$ cat config.mk
export PLATFORM = sky130hd
export DESIGN_NAME = btn_autorepeat
export DESIGN_NICKNAME = d
export VERILOG_FILES = /design/src/rtl/btn_autorepeat.sv
export SDC_FILE = /design/constraint.sdc
export NUM_CORES = 1
export LEC_CHECK = 0
export BUFFER_PORTS_ARGS = -buffer_cell sky130_fd_sc_hd__buf_2
export CORE_MARGIN = 10
export CORE_UTILIZATION = 33
export DETAILED_ROUTE_END_ITERATION = 16
export MAX_ROUTING_LAYER = met4
export PLACE_DENSITY_LB_ADDON = 0.2
export SLEW_MARGIN = 0
export SYNTH_ARGS = -nofsm -noshare
export SYNTH_HDL_FRONTEND = slang
export SYNTH_SLANG_ARGS = --single-unit
$ cat constraint.sdc
create_clock -name clk -period 3.1 [get_ports clk]
set_input_delay 0.62 -clock clk [delete_from_list [all_inputs] [get_ports clk]]
set_output_delay 0.62 -clock clk [all_outputs]
set_load 0.005 [all_outputs]
$ cat src/rtl/btn_autorepeat.sv
// btn_autorepeat: press/hold-to-repeat pulse generator; BTN_REPEAT_ACCEL_EN enables repeat acceleration
module btn_autorepeat #(
  parameter int FIRST_DELAY   = 50_000_000,
  parameter int REPEAT_PERIOD = 10_000_000,
  parameter int ACCEL_AFTER   = 8,
  parameter int CNT_W         = 26
) (
  input  logic clk,
  input  logic reset_n,
  input  logic en,
  input  logic btn,
  output logic pulse,
  output logic held,
  output logic repeating
);
  typedef enum logic [1:0] {IDLE, PRESS, REPEAT} state_t;
  localparam logic [CNT_W-1:0] FIRST_LD = CNT_W'(FIRST_DELAY - 1);
  localparam logic [CNT_W-1:0] SLOW_LD  = CNT_W'(REPEAT_PERIOD - 1);
  if (FIRST_DELAY < 2 || REPEAT_PERIOD < 4 || REPEAT_PERIOD % 4 != 0 || ACCEL_AFTER < 1 || ACCEL_AFTER > 255)
    begin : g_bad_param
      $error("btn_autorepeat: illegal parameter value");
    end
  state_t state, state_n;
  logic [CNT_W-1:0] cnt, cnt_n, ivl;
  logic btn_q, press, drop, fire, pulse_n;
  assign press = btn & ~btn_q;
  assign drop  = ~en | (state != IDLE & ~btn);
  assign fire  = ~drop & state != IDLE & cnt == '0;
`ifdef BTN_REPEAT_ACCEL_EN
  localparam logic [CNT_W-1:0] FAST_LD = CNT_W'((REPEAT_PERIOD >> 2) - 1);
  logic [7:0] rcnt, rcnt_n;
  assign ivl = (rcnt >= 8'(ACCEL_AFTER)) ? FAST_LD : SLOW_LD;
  // repeat count: counts repeat pulses, saturates, clears whenever the hold ends
  always_comb begin
    rcnt_n = drop ? 8'd0 : (fire && rcnt != 8'hff) ? rcnt + 8'd1 : rcnt;
  end
  // repeat count register
  always_ff @(posedge clk) begin
    if (!reset_n) rcnt <= '0;
    else rcnt <= rcnt_n;
  end
`else
  assign ivl = SLOW_LD;
`endif
  // next state: release and disable win over any counter expiry
  always_comb begin
    state_n = state;
    cnt_n   = cnt;
    pulse_n = 1'b0;
    if (drop) begin
      state_n = IDLE;
      cnt_n   = '0;
    end else if (state == IDLE) begin
      if (press) begin
        state_n = PRESS;
        cnt_n   = FIRST_LD;
        pulse_n = 1'b1;
      end
    end else if (fire) begin
      state_n = REPEAT;
      cnt_n   = ivl;
      pulse_n = 1'b1;
    end else begin
      cnt_n = cnt - 1'b1;
    end
  end
  // state, counter and registered outputs; btn_q resets high so a held button is not an edge
  always_ff @(posedge clk) begin
    if (!reset_n) begin
      state     <= IDLE;
      cnt       <= '0;
      btn_q     <= 1'b1;
      pulse     <= 1'b0;
      held      <= 1'b0;
      repeating <= 1'b0;
    end else begin
      state     <= state_n;
      cnt       <= cnt_n;
      btn_q     <= btn;
      pulse     <= pulse_n;
      held      <= state_n != IDLE;
      repeating <= state_n == REPEAT;
    end
  end
endmodule

==> run metrics, run 1 <==
status=finished clean; setup TNS=0 ps; share of power burned in registers=0.454; Most used DFF post-synth=dfxtp_1; Internal=0.680 mW; PostCTS Resize Cnt=0; Post-Syn Area=1710 um^2; vias in the first global route=1443; list of most frequent post-synthesis cells=dfxtp_1, nand2_1, nor2_1, nor3_1; Startpoint Class=register; fraction of layout cells with a size suffix above 1=0.142; Slew HR=0.465; CTS hold repair buffers=0; DP Worst Slack=650 ps; Overall Global Routing Usage=0.108; most common cell in the netlist=dfxtp_1; Final ANT Viol Nets=0; Post-Syn Nets=209; DP HPWL=2870 um; Yosys warning count=0; Post-synth EDFFs=0; Mean Syn Cell Area=8.36 um^2; final instance area=1890 um^2; slowest stage delay, CP=540 ps; initial antenna violation count=0; Port Buffers=6; worst vdd ir=0.000152 V; gr ovfl total=0; post-CTS setup buffer count=0; Clock transition at path regs=60 ps; latest clock arrival within the worst-skew pair=290 ps; CP cell instances=inv_1 > ha_1 > or3b_2 > nor3_4 > a31oi_2 > and3_1 > nor3_1; Seq/Total Area, Yosys=0.376; initial drt markers=202; Worst EP required=3310 ps; Clock Path Buffers=2; Post-Place Cells=274; placed inst area=1800 um^2; FFs w/ async S/R, synth=0; Post-Syn Instances=204; DR vias=1550; Initial Util=0.336; die area=8440 um^2; P_sw=0.277 mW; Max-Cap Viols=0; count of final setup violators=0; CP arrival=2710 ps; min cycle time layout=2500 ps; worst setup margin=599 ps; RePlAce Congestion=0.795; endpoint class of the critical path=register; n_diodes=0; max frequency=400 MHz; top cells by area, synth=dfxtp_1, nor3_1, nand2_1; TritonCTS clock tree=done; Final Skew=8.33 ps; global-route wire length before repair=7260 um; Sink Count=32; Yosys top cell area share=0.376; Avg Vias per Cell=5.52; Unique masters post-synth=53; Die X=91.9 um; CP Class=reg2reg; Rows=26; worst-path fanout max=16; core region area=5070 um^2; sw frac=0.289; RSZ-0062 raised after global routing=no; static leakage=0.719 nW; Pwr Density=506 nW/um^2; clock share of power=0.366; NumNets Final=216; post-layout util=0.373; # DRC=0; post-DR wirelength/cell=15.4 um; non-filler cells, final=281; Hold Fails Final Rpt=0; Area Overhead vs Synth=10.9%; Slowest-stage cell, CP=or3b_2; Pre-Repair DR Iteration Count=4; Design Power=0.957 mW; Worst-Margin Slew=800 ps; CTS buffer count=5; die height=91.9 um; htree depth=2; largest net degree at the start of global routing=23; final worst path period share=0.807; Final Routed Wirelength=4330 um; Final Max Slew Viols=0; Comb pwr share=0.179; CTS Root Cell=clkbuf_8; class of the worst hold path=reg2reg; synthesized flop and latch total=32; I/O Pins=7; Worst Hold Slack=468 ps; Yosys top cell by area=dfxtp_1
-- routing by layer --
| metal | vias up | routed length (um) | part of all wire | global-route usage |
|---|---|---|---|---|
| li1 | 795 | - | - | - |
| met1 | 725 | 2190 | 0.50 | 0.140 |
| met2 | 23 | 1930 | 0.44 | 0.158 |
| met3 | 7 | 133 | 0.031 | 0.0228 |
| met4 | 0 | 85 | 0.020 | 0.0476 |
| met5 | - | 0 | 0 | - |
-- final cells by class --
cell class | instances | area, um^2
multi-input cells | 158 | 996
inverters | 5 | 18.8
clock buffers | 7 | 96.3
repair buffers | 9 | 52.6
well taps | 70 | 87.6
fillers | 522 | 3180
flip-flops and latches | 32 | 641
-- kinds of logic after synthesis --
family          synth area share
xor+xnor                 0.00514
flops                      0.376
compound gates             0.228
mux                       0.0183
buf+inv                   0.0403
simple gates               0.325
fa+ha+maj                0.00734
-- worst max-delay path: cells and delay by family, from the launching register on --
kind,cells,cell delay [ps]
and+or+nand+nor,4,1430
DFF,1,330
buffers and inverters,1,90
AOI/OAI and AO/OA,1,380
adders and majority gates,1,200
-- registers in the layout, summed over array words and instances (netlist names) --
register / cells
cnt: 26
repeating: 1
btn_q: 1
state: 2
pulse: 1
held: 1
-- path summary, 6_finish.rpt --
path	start	endpoint	slack [ps]	depth (start not counted)
max	cnt[1]$_SDFFE_PP0P_	cnt[2]$_SDFFE_PP0P_	600	7
min	cnt[19]$_SDFFE_PP0P_	cnt[19]$_SDFFE_PP0P_	470	2
max reg2reg	cnt[1]$_SDFFE_PP0P_	cnt[2]$_SDFFE_PP0P_	600	7
min reg2reg	cnt[19]$_SDFFE_PP0P_	cnt[19]$_SDFFE_PP0P_	470	2
-- cell usage in the layout, fill, tap and decap left out, types with 2 or more instances in the layout --
master	synthesis	final
or4_1	6	6
nand4_1	2	2
mux2i_1	2	2
o21ai_0	13	13
nor4_1	11	11
nand3_1	4	4
a311oi_1	2	2
or2_2	2	2
nand2b_1	5	5
buf_4	0	3
buf_2	1	6
and3_1	5	5
inv_1	5	5
clkbuf_8	0	7
nor3_1	15	15
a21oi_1	13	13
dfxtp_1	32	32
a31oi_1	4	4
or3_1	5	5
nor2_1	15	15
nand2_1	19	19
a211oi_1	2	2
o31ai_1	3	3
-- power by group through the flow --
stage | clock network [mW] | logic [mW] | registers, mW
after global routing | 0.376 | 0.192 | 0.436
after floorplan | 0 | 0.133 | 0.440
after detailed placement | 0 | 0.170 | 0.443
final | 0.351 | 0.172 | 0.435
after CTS | 0.362 | 0.172 | 0.434
after global placement | 0 | 0.173 | 0.443
Note: power is estimated with default switching activity, not from simulation.
==> run 2, diff against run 1 <==
--- a/config.mk
+++ b/config.mk
@@ -5,6 +5,7 @@
 export SDC_FILE = /design/constraint.sdc
 export NUM_CORES = 1
 export LEC_CHECK = 0
+export ABC_AREA = 1
 export BUFFER_PORTS_ARGS = -buffer_cell sky130_fd_sc_hd__buf_2
 export CORE_MARGIN = 10
 export CORE_UTILIZATION = 33
==> constraint.sdc (replaced) <==
create_clock -name clk -period 2.55 [get_ports clk]
set_input_delay 0.51 -clock clk [delete_from_list [all_inputs] [get_ports clk]]
set_output_delay 0.51 -clock clk [all_outputs]
set_load 0.005 [all_outputs]
==> run metrics, run 2 <==
Worst Hold Slack=410 ps (-57.9 ps); DR vias=1704 (+9.9%); Most used DFF post-synth=dfxtp_1; Slew HR=0.417 (-0.0483); Worst EP required=2690 ps (-620 ps); Rows=27 (+3.8%); non-filler cells, final=359 (+28%); CTS hold repair buffers=0 (unchanged); most frequent cells in the layout=nor2_1, nand2_1, dfxtp_1, inv_1, nand3_1; NumNets Final=291 (+35%); vias in the first global route=1620 (+12%); Yosys top cell by area=dfxtp_1; endpoint class of the critical path=register; max reg flops=26 (unchanged); FFs w/ async S/R, synth=0 (unchanged); Post-Syn Nets=282 (+35%); Seq/Total Area, Yosys=0.340 (-0.0354); status=finished clean; CP arrival=2050 ps (-660 ps); Mean Syn Cell Area=6.80 um^2 (-19%); initial drt markers=118 (-42%); worst-path fanout max=16 (unchanged); class of the worst hold path=in2reg; gr ovfl total=0 (unchanged); Initial Util=0.342 (+0.00592); Final Skew=12.5 ps (+4.22 ps); final worst path period share=0.750 (-0.0569); synthesized flop and latch total=32 (unchanged); Yosys warning count=0 (unchanged); PostCTS Resize Cnt=0 (unchanged); Worst-Margin Slew=874 ps (+74.0 ps); max frequency=523 MHz (+31%); TritonCTS clock tree=done; core region area=5510 um^2 (+8.5%); worst vdd ir=0.000359 V (+140%); Crit. Startpoint=state[0]$_SDFF_PN0_; list of most frequent post-synthesis cells=nor2_1, nand2_1, dfxtp_1; Hold Fails Final Rpt=0 (unchanged); Post-Syn Instances=277 (+36%); initial antenna violation count=0 (unchanged); RePlAce Congestion=0.836 (+5.3%); post-CTS setup buffer count=0 (unchanged); Post-Syn Area=1880 um^2 (+10%); count of final setup violators=0 (unchanged); Startpoint Class=register; CTS buffer count=5 (unchanged); Avg Vias per Cell=4.75 (-14%); RR Startpoint=state[0]$_SDFF_PN0_; CTS Root Cell=clkbuf_8; min cycle time layout=1910 ps (-589 ps); Yosys top cell area share=0.340 (-0.0354); Port Buffers=6 (unchanged); setup TNS=0 ps (unchanged); Post-Place Cells=351 (+28%); Sink Count=32 (unchanged); Die X=95.5 um (+4.0%); Clock transition at path regs=80 ps (+20 ps); largest net degree at the start of global routing=26 (+13%); Unique masters post-synth=31 (-42%); n_diodes=0 (unchanged); top cells by area, synth=dfxtp_1, nor2_1, nand2_1; die height=95.5 um (+4.0%); Final Max Slew Viols=0 (unchanged); die area=9130 um^2 (+8.1%); Max-Cap Viols=0 (unchanged); Clock Path Buffers=2 (unchanged); DP HPWL=3300 um (+15%); latest clock arrival within the worst-skew pair=290 ps (about the same); Post-synth EDFFs=0 (unchanged); most common cell in the netlist=nor2_1; htree depth=2 (unchanged); Reg with most FFs=cnt; RSZ-0062 raised after global routing=no; post-DR wirelength/cell=12.7 um (-18%); Area Overhead vs Synth=11.9%; Final ANT Viol Nets=0 (unchanged); Overall Global Routing Usage=0.110 (+0.00190); commonest non-fill, non-tap cell in the layout=nor2_1; largest registers=cnt (26), state (2); Pwr Density=655 nW/um^2 (+29%); global-route wire length before repair=7770 um (+7.0%); static leakage=1.00 nW (+40%); fraction of layout cells with a size suffix above 1=0.146 (+0.00416); # DRC=0 (unchanged); CP Class=reg2reg; hold_sp=reset_n; Final Routed Wirelength=4560 um (+5.3%); I/O Pins=7 (unchanged); Pre-Repair DR Iteration Count=4 (unchanged)
==> run 2: layer usage <==
layer	track usage	wire (um)	vias up
met2	0.170	2090	40
met4	0.0405	74	0
li1	-	-	906
met1	0.140	2160	752
met3	0.0204	240	6
met5	-	0	-
==> run 2: worst paths after layout <==
| kind | to | slack, ps | depth (start not counted) |
|---|---|---|---|
| worst max-delay path | cnt[15]$_SDFFE_PP0P_ | 640 | 9 |
| worst min-delay path | btn_q$_SDFF_PN1_ | 410 | 2 |
| worst max register to register | cnt[15]$_SDFFE_PP0P_ | 640 | 9 |
| worst min register to register | cnt[11]$_SDFFE_PP0P_ | 490 | 2 |
==> run 2: cell type report <==
type	instances	area [um^2]
clock buffer	7	96.3
clock inverter	1	30.0
fill	584	3400
inverter	32	123
multi-input combinational	208	1090
sequential	32	641
tap	72	90.1
timing repair buffer	7	37.5
==> run 2: cells by family after synthesis <==
group                    share of synthesized area
AND/OR/NAND/NOR                              0.401
AO/OA/AOI/OAI                                0.120
buffers and inverters                       0.0811
flip-flops                                   0.340
XOR/XNOR                                    0.0512
adder cells (fa/ha/maj)                    0.00664
==> run 2: power by group <==
| part | switching [mW] | internal (mW) | leakage (nW) |
|---|---|---|---|
| logic | 0.200 | 0.105 | 0.680 |
| registers | 0.0155 | 0.515 | 0.260 |
| clock network | 0.199 | 0.345 | 0.0645 |
==> run 2: per-stage QoR <==
stage                     power (mW)  instance area [um^2]  worst slack, ps   util
after floorplan                0.784                  1880             1050      -
after global placement         0.846                  1980              640  0.360
after global routing            1.46                  2110              433  0.383
final                           1.38                  2110              638  0.383
after detailed placement       0.845                  1980              601  0.360
after CTS                       1.39                  2110              634  0.383
==> run 2: worst max-delay path, cell delays in order, from the launching register on <==
cell,delay (ps)
dfxtp_1,350
nor2_4,220
inv_2,190
nor2_2,340
inv_2,170
nand3_1,160
nor2_4,60
xor2_1,140
nor2_1,90
nor2_1,40
